--- config.mk ---
export PLATFORM = sky130hd
export DESIGN_NAME = weight_fetch_control
export DESIGN_NICKNAME = d
export VERILOG_FILES = /design/src/rtl/weight_fetch_control.sv
export SDC_FILE = /design/constraint.sdc
export NUM_CORES = 1
export LEC_CHECK = 0
export BUFFER_PORTS_ARGS = -buffer_cell sky130_fd_sc_hd__buf_2
export CAP_MARGIN = 20
export CORE_ASPECT_RATIO = 1.75
export CORE_UTILIZATION = 54
export CTS_CLUSTER_SIZE = 8
export DETAILED_ROUTE_END_ITERATION = 7
export HOLD_SLACK_MARGIN = 0.12
export PLACE_DENSITY = 0.78
export SLEW_MARGIN = 20
export SYNTH_ARGS = -nofsm -noshare
export SYNTH_HDL_FRONTEND = slang
export SYNTH_SLANG_ARGS = --single-unit
--- constraint.sdc ---
create_clock -name clk -period 2.8 [get_ports clk]
set_input_delay 0.28 -clock clk [delete_from_list [all_inputs] [get_ports clk]]
set_output_delay 0.28 -clock clk [all_outputs]
set_load 0.02 [all_outputs]
--- src/rtl/weight_fetch_control.sv ---
// Weight fetch sequencer: streams one command's rows from the weight buffer and
// tracks the three-cycle read latency so each row arrives tagged with its array row.
module weight_fetch_control #(
  parameter int MATRIX_WIDTH = 14,
  parameter int ADDR_WIDTH   = 24,
  localparam int RW          = $clog2(MATRIX_WIDTH + 1),
  localparam int IW          = $clog2(MATRIX_WIDTH)
) (
  input  logic                  clk,
  input  logic                  rst,
  input  logic                  enable,
  input  logic                  cmd_valid,
  output logic                  cmd_ready,
  input  logic [ADDR_WIDTH-1:0] cmd_addr,
  input  logic [RW-1:0]         cmd_rows,
  output logic                  buf_en,
  output logic [ADDR_WIDTH-1:0] buf_addr,
  output logic                  row_valid,
  output logic [IW-1:0]         row_index,
  output logic                  busy,
  output logic                  done
);

  typedef enum logic [1:0] {
    IDLE  = 2'd0,
    ISSUE = 2'd1,
    DRAIN = 2'd2
  } state_e;

  state_e                  state_q, state_d;
  logic [IW-1:0]           cnt_q, cnt_d;
  logic [ADDR_WIDTH-1:0]   base_q, base_d;
  logic [RW-1:0]           rows_q, rows_d;
  logic                    zdone_q, zdone_d;
  logic [2:0]              pv_q, pv_d;
  logic [2:0][IW-1:0]      pidx_q, pidx_d;
  logic                    issue_s;
  logic [RW-1:0]           rows_clamped_s;
  logic                    last_issue_s;
  logic                    last_row_s;

  assign rows_clamped_s = (cmd_rows > RW'(MATRIX_WIDTH)) ? RW'(MATRIX_WIDTH) : cmd_rows;
  assign last_issue_s   = (RW'(cnt_q) == (rows_q - RW'(1)));
  // Stage 2 holds the row currently on the buffer output; the final row marks completion.
  assign last_row_s     = pv_q[2] && (RW'(pidx_q[2]) == (rows_q - RW'(1)));

  assign row_valid = enable & pv_q[2];
  assign row_index = pidx_q[2];
  assign done      = enable & (zdone_q | ((state_q == DRAIN) & last_row_s));

  // State, counter, command latch and latency pipe registers.
  always_ff @(posedge clk) begin
    if (rst) begin
      state_q <= IDLE;
      cnt_q   <= '0;
      base_q  <= '0;
      rows_q  <= '0;
      zdone_q <= 1'b0;
      pv_q    <= '0;
      pidx_q  <= '0;
    end else begin
      state_q <= state_d;
      cnt_q   <= cnt_d;
      base_q  <= base_d;
      rows_q  <= rows_d;
      zdone_q <= zdone_d;
      pv_q    <= pv_d;
      pidx_q  <= pidx_d;
    end
  end

  // Next-state decode, read issue and pipe advance.
  always_comb begin
    state_d   = state_q;
    cnt_d     = cnt_q;
    base_d    = base_q;
    rows_d    = rows_q;
    zdone_d   = zdone_q;
    pv_d      = pv_q;
    pidx_d    = pidx_q;
    issue_s   = 1'b0;
    cmd_ready = 1'b0;
    busy      = 1'b0;
    buf_en    = 1'b0;
    buf_addr  = '0;

    case (state_q)
      IDLE: begin
        // A zero-row command's done pulse occupies the next cycle; hold off new commands.
        cmd_ready = ~zdone_q;
        if (enable) begin
          zdone_d = 1'b0;
          if (cmd_valid && !zdone_q) begin
            base_d = cmd_addr;
            rows_d = rows_clamped_s;
            cnt_d  = '0;
            if (rows_clamped_s == RW'(0)) begin
              zdone_d = 1'b1;
            end else begin
              state_d = ISSUE;
            end
          end else begin
            state_d = IDLE;
          end
        end else begin
          zdone_d = zdone_q;
        end
      end
      ISSUE: begin
        busy     = 1'b1;
        buf_en   = enable;
        buf_addr = base_q + ADDR_WIDTH'(cnt_q);
        if (enable) begin
          issue_s = 1'b1;
          if (last_issue_s) begin
            cnt_d   = '0;
            state_d = DRAIN;
          end else begin
            cnt_d = cnt_q + IW'(1);
          end
        end else begin
          cnt_d = cnt_q;
        end
      end
      DRAIN: begin
        busy = 1'b1;
        if (enable && last_row_s) begin
          state_d = IDLE;
        end else begin
          state_d = DRAIN;
        end
      end
      default: begin
        state_d = IDLE;
      end
    endcase

    if (enable) begin
      pv_d   = {pv_q[1:0], issue_s};
      pidx_d = {pidx_q[1:0], (issue_s ? cnt_q : IW'(0))};
    end else begin
      pv_d   = pv_q;
      pidx_d = pidx_q;
    end
  end

endmodule

After elaboration in Yosys (flattened, before gate mapping)
Index checks and enable logic that the tools add are counted.
{"block": "totals", "in_bits": 32, "reg_bits": 50}
{"block": "classes", "n_bitwise": 5, "magnitude_cmp": 1, "mux": 22, "add_sub_neg": 3, "eq_ne": 9, "n_reduce_logical": 12}
{"cell": "24-bit by 4-bit adder with 24-bit output", "n": 1}
{"cell": "24-bit 2-to-1 mux", "n": 1}
{"cell": "4-bit 2-to-1 mux", "n": 6}
{"cell": "2-bit 2-to-1 mux", "n": 6}
{"cell": "4-bit == test", "n": 2}
{"cell": "2-bit inequality test (second input constant)", "n": 4}
{"cell": "4-bit one-hot mux with 2 select lines", "n": 1}
{"cell": "4-bit AND reduction", "n": 2}
{"cell": "1-bit 2-to-1 mux", "n": 7}
{"cell": "2-bit one-hot mux with 3 select lines", "n": 1}
{"cell": "4-bit by 1-bit adder with 4-bit output (second input constant)", "n": 1}
{"cell": "4-bit greater-than comparator (second input constant)", "n": 1}
{"cell": "4-bit zero test", "n": 1}
{"cell": "4-bit by 1-bit subtractor with 4-bit output (second input constant)", "n": 1}
{"cell": "1-bit AND", "n": 3}
{"cell": "1-bit logical AND", "n": 3}
{"cell": "3-bit inequality test (second input constant)", "n": 1}
{"cell": "3-bit AND reduction", "n": 1}
{"cell": "2-bit by 1-bit == test with 1-bit output (second input constant)", "n": 1}
{"cell": "2-bit == test (second input constant)", "n": 1}
{"cell": "2-bit zero test", "n": 1}
{"cell": "2-bit AND reduction", "n": 1}
{"cell": "2-bit nonzero test", "n": 1}
{"cell": "2-bit OR reduction", "n": 1}
{"cell": "other kinds (3)", "n": 3}

Longest topological paths before layout
Gate-level depths: netlist of the first run.
{"block": "logic_depth", "ltp_word": 7, "ltp_mapped": 8, "depth_no_buf": 7}

Worst setup path after synthesis of the first run
No wires, ideal clock.
{"block": "synth_timing", "path_kind": "register -> output", "start": "reg cnt_q[1]", "end": "out buf_addr[15]", "arrival_ps": 2048, "required_time_ps": 2520, "setup_slack_ps": 472, "n_path_buf": 1, "path_stages_with_launch": 8, "cell_sequence": "dfxtp_1 > ha_1 > a21o_1 > a21oi_1 > o21ba_2 > clkbuf_1 > nor4b_1 > mux2i_1"}
{"block": "synth_via", "elab_chain_cells": 2}
{"element": "start: declaration", "line_no": "31", "rtl": "logic [IW-1:0] cnt_q, cnt_d;"}
{"element": "start signal: assignment", "line_no": "63", "rtl": "cnt_q <= cnt_d;"}
{"element": "24-bit by 4-bit adder with 24-bit output", "line_no": "112", "rtl": "buf_addr = base_q + ADDR_WIDTH'(cnt_q);"}
{"element": "24-bit 2-to-1 mux", "line_no": "87", "rtl": "case (state_q)"}
{"element": "end: declaration", "line_no": "17", "rtl": "output logic [ADDR_WIDTH-1:0] buf_addr,"}
No other way between the ends.

Worst setup path after layout of the first run
{"block": "layout_timing", "start": "reg cnt_q[1]", "end": "out buf_addr[17]"}
Same word-level chain as after synthesis.

==> impl_results.md, run 1 <==
- Critical path class: flop to output pin
- Largest net degree at the start of global routing: 52
- Fin Clk Skew: 0.00528 ns
- Total Power: around 0.0018 W
- Clk pin slew, worst setup/hold paths: about 0.09 ns
- Total Wirelength: 6120 µm
- Initial antenna violation count: 0
- FF/Latch Area: 0.00100 mm²
- Antenna-violating nets left: 0
- Worst slew pin tran: 0.906 ns
- Die W: approximately 56 µm
- Share of cells above drive strength 1: 20.0%
- CP cell instances: ha_1 > a21o_1 > a21oi_1 > o21ba_2 > o21ai_0 > a21oi_1 > buf_2
- RSZ-0062 raised after global routing: no
- Most frequent cell after synthesis: nand2_1
- Filler cells: 472
- Core area: 0.00493 mm²
- H-tree levels: 2
- GRT Overall Usage: a little under a quarter
- Row cnt: 34
- Diode count: 0
- Minimum clock period: 2.63 ns
- Worst setup slack after layout: 0.169 ns
- Total negative slack: 0 ns
- Wirelength per Cell: around 13 µm
- Mapped Area: 0.00277 mm²
- Yosys top cell area share: 36.1%
- CTS Buf Count: 5
- VDD IR-drop max: 0.584 mV
- Max-Cap Viols: 0
- Final core utilization: 65.1%
- Num ports: between 60 and 70
- Remaining DRCs: 0
- Starting density of the core: 56.2%
- Layout area overhead: 15.8%
- Top cells by area, synth: dfxtp_1 36%, nand2_1 10%, a21oi_1 8.8%, ha_1 4.5%, mux2i_1 4.3%
- Tcrit/Tclk final: 94.0%
- Syn avg cell area: 7.70 µm²
- Clk buf depth: 2
- Final Hold Vio Count: 0
- CP Capture Type: output pin
- Fmax: about 0.38 GHz
- Area of the multi-input gates: 0.00164 mm²
- Final setup vio count: 0
- Seq/Total Area, Yosys: 36.1%
- P per Cell Area: about 560 mW/mm²
- CP top delay family: compound AO/OA/AOI/OAI gates
- Critical path's slowest cell: dfxtp_1
- Via Count: 2,618
- Asr flop ratio synth: 0%
- Yosys top cell by area: dfxtp_1
- DP HPWL: 4600 µm
- Final net count: 457
- Full die area: 0.00544 mm²
- Sw Ratio: 31.7%
- Synth cell types: 45
- Syn Nets: 403
- Cell repeated most along the worst path: a21oi_1
- Ys flop type: dfxtp_1
- Post-Synthesis Cells: 360
- Leak pwr: 1.32 nW
- Worst hold slack: 0.211 ns
- Commonest cells post-synth: 76 x nand2_1, 50 x dfxtp_1, 49 x a21oi_1, 27 x nor2_1, 14 x nand3_1
- Clock share of power: 28.4%
- CTS sink cnt: 50
- Vias per cell: 5.59
- HP Class: primary input to flop
- TritonCTS clock tree: done
- Slew HR: 39.6%
- Status: finished clean
- Worst Path Max Fanout: 16
- NetSw: 0.000571 W
- Crit-path max cell delay: approximately 0.50 ns
- Port bufs: 64
- Number of flops mapped to enable cells by yosys: 0
- GRT overflow: 0
- Crit path DAT: 2.35 ns
- GP Congestion: 0.875
- Slew Viols, Final: 0
- Reg power frac: 45.4%
- Int Pwr: 0.00123 W
- Yosys warns: 0
- Comb pwr share: about a quarter
- Worst-Skew Late Latency: approximately 0.3 ns
- Vias in the first global route: 2,412
- First-pass GRT wire length: 10,300 µm
- CTS root buf: clkbuf_8
- DRT Pass-1 Iters: 4
- CP startpoint kind: flop
- Initial DRC Count: 80
- Post-Place Worst Slack: 0.443 ns
- WP data required: 2.52 ns
- Die Ht: 96.8 µm
- Seq cells post-synth: 50
- Worst path bufs/invs: 1
[worst min-delay path: stages]
cell     delay (ns)
buf_2          0.10
nand2_1        0.04
a21oi_1        0.05
[cells in the final DEF (no fill, tap or decap), types with 3 or more instances in the layout]
cell	Yosys	routed
or3_1	7	7
o21ai_0	12	12
buf_4	4	5
inv_1	9	9
buf_2	4	64
xor2_1	8	8
nand4b_1	3	3
nand3_1	14	14
and2_1	4	4
nand4_1	7	7
a21oi_1	49	48
xnor2_1	12	12
nand2_1	76	76
mux2i_1	12	12
dfxtp_1	50	50
ha_1	10	10
nor2b_1	3	3
nor2_1	27	27
clkbuf_8	0	6
a21o_1	3	3
nor3_1	4	4
[through the flow]
| stage | instance area [µm²] | std cells |
|---|---|---|
| floorplan | 2770 | 360 |
| CTS | 3210 | 468 |
| global route | 3210 | 468 |
| global placement | 3100 | 461 |
| detailed placement | 3100 | 461 |
| finish | 3210 | 468 |
[layer usage]
layer  up-vias  share of wire, %  track usage, %
li1       1329                 -               -
met1      1200                40            25.1
met2        72                52            42.6
met3        17               4.5            4.41
met4         0               3.3            11.3
met5         -                 0               0
[final timing paths]
path	startpoint	end	slack, ns	depth (start not counted)
max	cnt_q[1]	buf_addr[17]	0.17	7
min	cmd_addr[13]	base_q[13]	0.21	3
max reg2reg	rows_q[0]	state_q[1]	0.70	7
min reg2reg	base_q[3]	base_q[3]	0.47	2
[kinds of logic (layout without fill, tap and decap cells)]
kind of cell | after synthesis | after routing | synth area share [%]
adders and majority gates | 11 | 11 | 5.23
buffers and inverters | 31 | 85 | 4.92
and+or+nand+nor | 158 | 158 | 26.7
DFF | 50 | 50 | 36.1
xor gates and xnor gates | 21 | 21 | 6.90
AOI/OAI and AO/OA | 77 | 77 | 15.8
muxes | 12 | 12 | 4.33
[layout make-up]
type | count | share of cell area (%)
multi-input cells | 279 | 51.0
clock buffers | 6 | 2.57
flip-flops and latches | 50 | 31.2
clock inverters | 1 | 0.935
inverters | 9 | 1.05
repair buffers | 69 | 11.1
well taps | 54 | 2.10
[power groups by stage]
stage          Clock [W]  Sequential, W  Combinational (W)
6_report        0.000511       0.000818           0.000472
5_1_grt         0.000552       0.000827           0.000525
4_1_cts         0.000523       0.000818           0.000476
3_5_place_dp           0       0.000834           0.000474
3_3_place_gp           0       0.000832           0.000468
2_1_floorplan          0       0.000819           0.000360
[flip-flops by register name (all words and copies together) (netlist names)]
signal,flops
cnt_q,4
row_index,4
pv_q,3
state_q,2
pidx_q,8
rows_q,4
zdone_q,1
base_q,24
[repair_timing]
| item | in CTS | in global routing |
|---|---|---|
| resized for setup | 0 | 1 |
| hold buffers | 0 | 0 |
| setup endpoints to repair | 0 | 1 |
| buffers inserted | 0 | 0 |
No activity file was read; power rests on OpenSTA's default activity.
==> run 2, diff against run 1 <==
==> constraint.sdc (replaced) <==
create_clock -name clk -period 2.8 [get_ports clk]
set_input_delay 0.56 -clock clk [delete_from_list [all_inputs] [get_ports clk]]
set_output_delay 0.56 -clock clk [all_outputs]
set_load 0.02 [all_outputs]
==> run 2 against run 1 <==
  * Clock power increased by 0.8%
  * Count of clock-buffer cells in the layout unchanged
  * First-iteration DRC count increased by 20%
  * Setup slack got worse by 0.11 ns
  * Via count about the same
  * Utilization increased by 2.2 points
  * Non-clock buffer count increased by 5
  * Critical endpoint is now buf_addr[13]
==> impl_results.md, run 2 (synthesized netlist as in run 1, its figures left out) <==
- FF-to-FF End: state_q[1]
- Remaining DRCs: 0 (unchanged)
- Commonest non-fill, non-tap cell in the layout: nand2_1
- Row cnt: 34 (unchanged)
- HP Start: pidx_q[1]
- HP Class: flop to flop
- Status: finished clean
- Worst-Skew Late Latency: 0.30 ns (about the same)
- Total Power: 0.00182 W (+0.98%)
- Hold_buf cts: 0 (unchanged)
- DRT Pass-1 Iters: 4 (unchanged)
- CTS sink cnt: 50 (unchanged)
- Clk buf depth: 2 (unchanged)
- Sw Ratio: 32.1% (+0.40 points)
- R2R depth: 7 (unchanged)
- Die Ht: 96.8 µm (unchanged)
- Placed instance count: 463 (+0.43%)
- Leak pwr: 1.34 nW (+1.4%)
- Worst slew pin tran: 0.744 ns (-0.162 ns)
- H-tree levels: 2 (unchanged)
- Reg with most FFs: base_q
- Critical path's slowest cell: or4_1
- Full die area: 0.00544 mm² (unchanged)
- NetSw: 0.000584 W (+2.3%)
- Vias in the first global route: 2,439 (+1.1%)
- Int Pwr: 0.00123 W (+0.39%)
- VDD IR-drop max: 0.498 mV (-15%)
- Share of cells above drive strength 1: 23.9% (+3.8 points)
- Num ports: 65 (unchanged)
- Minimum clock period: 2.74 ns (+0.109 ns)
- CTS Buf Count: 5 (unchanged)
- WP data required: 2.24 ns (-0.28 ns)
- Final Hold Vio Count: 0 (unchanged)
- GRT overflow: 0 (unchanged)
- Initial DRC Count: 96 (+20%)
- Max reg flops: 24 (unchanged)
- Tcrit/Tclk final: 97.8% (+3.9 points)
- Comb pwr share: 26.6% (+0.4 points)
- Fmax: 0.365 GHz (-4.0%)
- Layout area overhead: 19.8%
- Diode count: 0 (unchanged)
- Worst Hold Depth: 2 (-1)
- Biggest registers after layout: base_q: 24 flops, pidx_q: 8 flops
- GRT Overall Usage: 24.5% (+1.1 points)
- Crit path DAT: 2.18 ns (-0.17 ns)
- Port bufs: 64 (unchanged)
- Slew HR: 50.4% (+11 points)
- Fin Clk Skew: 0.00814 ns (+0.00286 ns)
- Crit-path max cell delay: 0.41 ns (-0.09 ns)
- Final net count: 462 (+1.1%)
- Worst Path Max Fanout: 16 (unchanged)
- FF-to-FF Start: rows_q[0]
- Clock share of power: 28.3% (about the same)
- CP cell instances: ha_1 > a21o_1 > a21oi_2 > o21ba_4 > or4_1 > a21oi_1 > buf_2
- CTS root buf: clkbuf_8
- Initial antenna violation count: 0 (unchanged)
- Total Wirelength: 6530 µm (+6.6%)
- P per Cell Area: 548 mW/mm² (-2.3%)
- Reg power frac: 45.1% (-0.3 points)
- Hold path endpoint: pidx_q[1]
- Largest net degree at the start of global routing: 40 (-23%)
- Antenna-violating nets left: 0 (unchanged)
- Core area: 0.00493 mm² (unchanged)
- GP Congestion: 0.864 (-1.2%)
- CP startpoint kind: flop
- DP HPWL: 4760 µm (+3.5%)
- Reg-to-reg setup timing slack: 0.66 ns (-0.04 ns)
- Slew Viols, Final: 0 (unchanged)
- Via Count: 2,619 (+0.038%)
- Final setup vio count: 0 (unchanged)
- Die W: 56.2 µm (unchanged)
- Most frequent cells in the layout: 76 x nand2_1, 62 x buf_2, 47 x a21oi_1
- First-pass GRT wire length: 10,800 µm (+4.5%)
- Final cell count without fillers: 473 (+1.1%)
- Starting density of the core: 56.2% (unchanged)
- TritonCTS clock tree: done
- Final core utilization: 67.3% (+2.2 points)
- Vias per cell: 5.54 (-1.0%)
- Critical path class: flop to output pin
- Filler cells: 433 (-8.3%)
- Wirelength per Cell: 13.8 µm (+5.5%)
- Max-Cap Viols: 0 (unchanged)
- Clk pin slew, worst setup/hold paths: 0.09 ns (about the same)
- CP Capture Type: output pin
## run 2: cell types whose count changed in the layout (fill, tap and decap cells not counted), sizes merged
| cell | before | now |
|---|---|---|
| buf | 69 | 74 |
## run 2: metrics by stage
| stage | TNS, ns | area [µm²] | hold WS [ns] | worst slack (ns) |
|---|---|---|---|---|
| after floorplan | 0 | 2770 | 0.440 | 0.192 |
| after global placement | 0 | 3110 | 0.454 | 0.231 |
| after detailed placement | 0 | 3110 | 0.458 | 0.198 |
| after CTS | 0 | 3250 | 0.471 | 0.0222 |
| after global routing | -0.139 | 3320 | 0.487 | -0.0506 |
| final | 0 | 3320 | 0.474 | 0.0604 |
## run 2: per-layer routing
layer	track usage, %	up-vias	part of all wire, %
met1	25.9	1210	40
met2	47.2	54	55
met3	3.07	10	3.0
met5	0	-	0
met4	9.76	0	2.2
li1	-	1345	-
## run 2: layout make-up
cell class	instances	area, µm²	share of cell area (%)
Multi-Input combinational cell	279	1700	51.1
Sequential cell	50	1010	30.4
Timing Repair Buffer	74	400	12.1
Clock buffer	6	82.6	2.49
Tap cell	54	67.6	2.03
Inverter	9	33.8	1.02
Clock inverter	1	30.0	0.904
## run 2: what timing repair did
item                       in CTS  in global routing
setup endpoints to repair      20                 19
gates resized for setup         8                 10
pin swaps                       0                  8
setup buffers                   0                  3
## run 2: how the worst max path moves through the flow
stage	start	cells past startpoint	end	slack (ns)
3_5_place_dp	cnt_q[0]	8	buf_addr[14]	0.20
5_1_grt	cnt_q[0]	7	buf_addr[8]	-0.05
3_3_place_gp	cnt_q[0]	8	buf_addr[14]	0.23
2_1_floorplan	cnt_q[1]	7	buf_addr[15]	0.19
4_1_cts	cnt_q[0]	8	buf_addr[18]	0.02
6_report	cnt_q[1]	7	buf_addr[13]	0.06
## run 2: power groups by stage
| stage | sequential, W | clock (W) | combinational (W) |
|---|---|---|---|
| floorplan | 0.000819 | 0 | 0.000360 |
| global placement | 0.000832 | 0 | 0.000470 |
| global route | 0.000828 | 0.000549 | 0.000537 |
| detailed placement | 0.000835 | 0 | 0.000478 |
| finish | 0.000820 | 0.000515 | 0.000484 |
| CTS | 0.000818 | 0.000521 | 0.000483 |
## run 2: critical path: cells and delay by family (launching register included)
family	cells	cell delay [ns]
AO/OA/AOI/OAI	4	0.61
adder cells (fa/ha/maj)	1	0.29
buffers and inverters	1	0.19
flip-flops	1	0.38
AND/OR/NAND/NOR	1	0.41
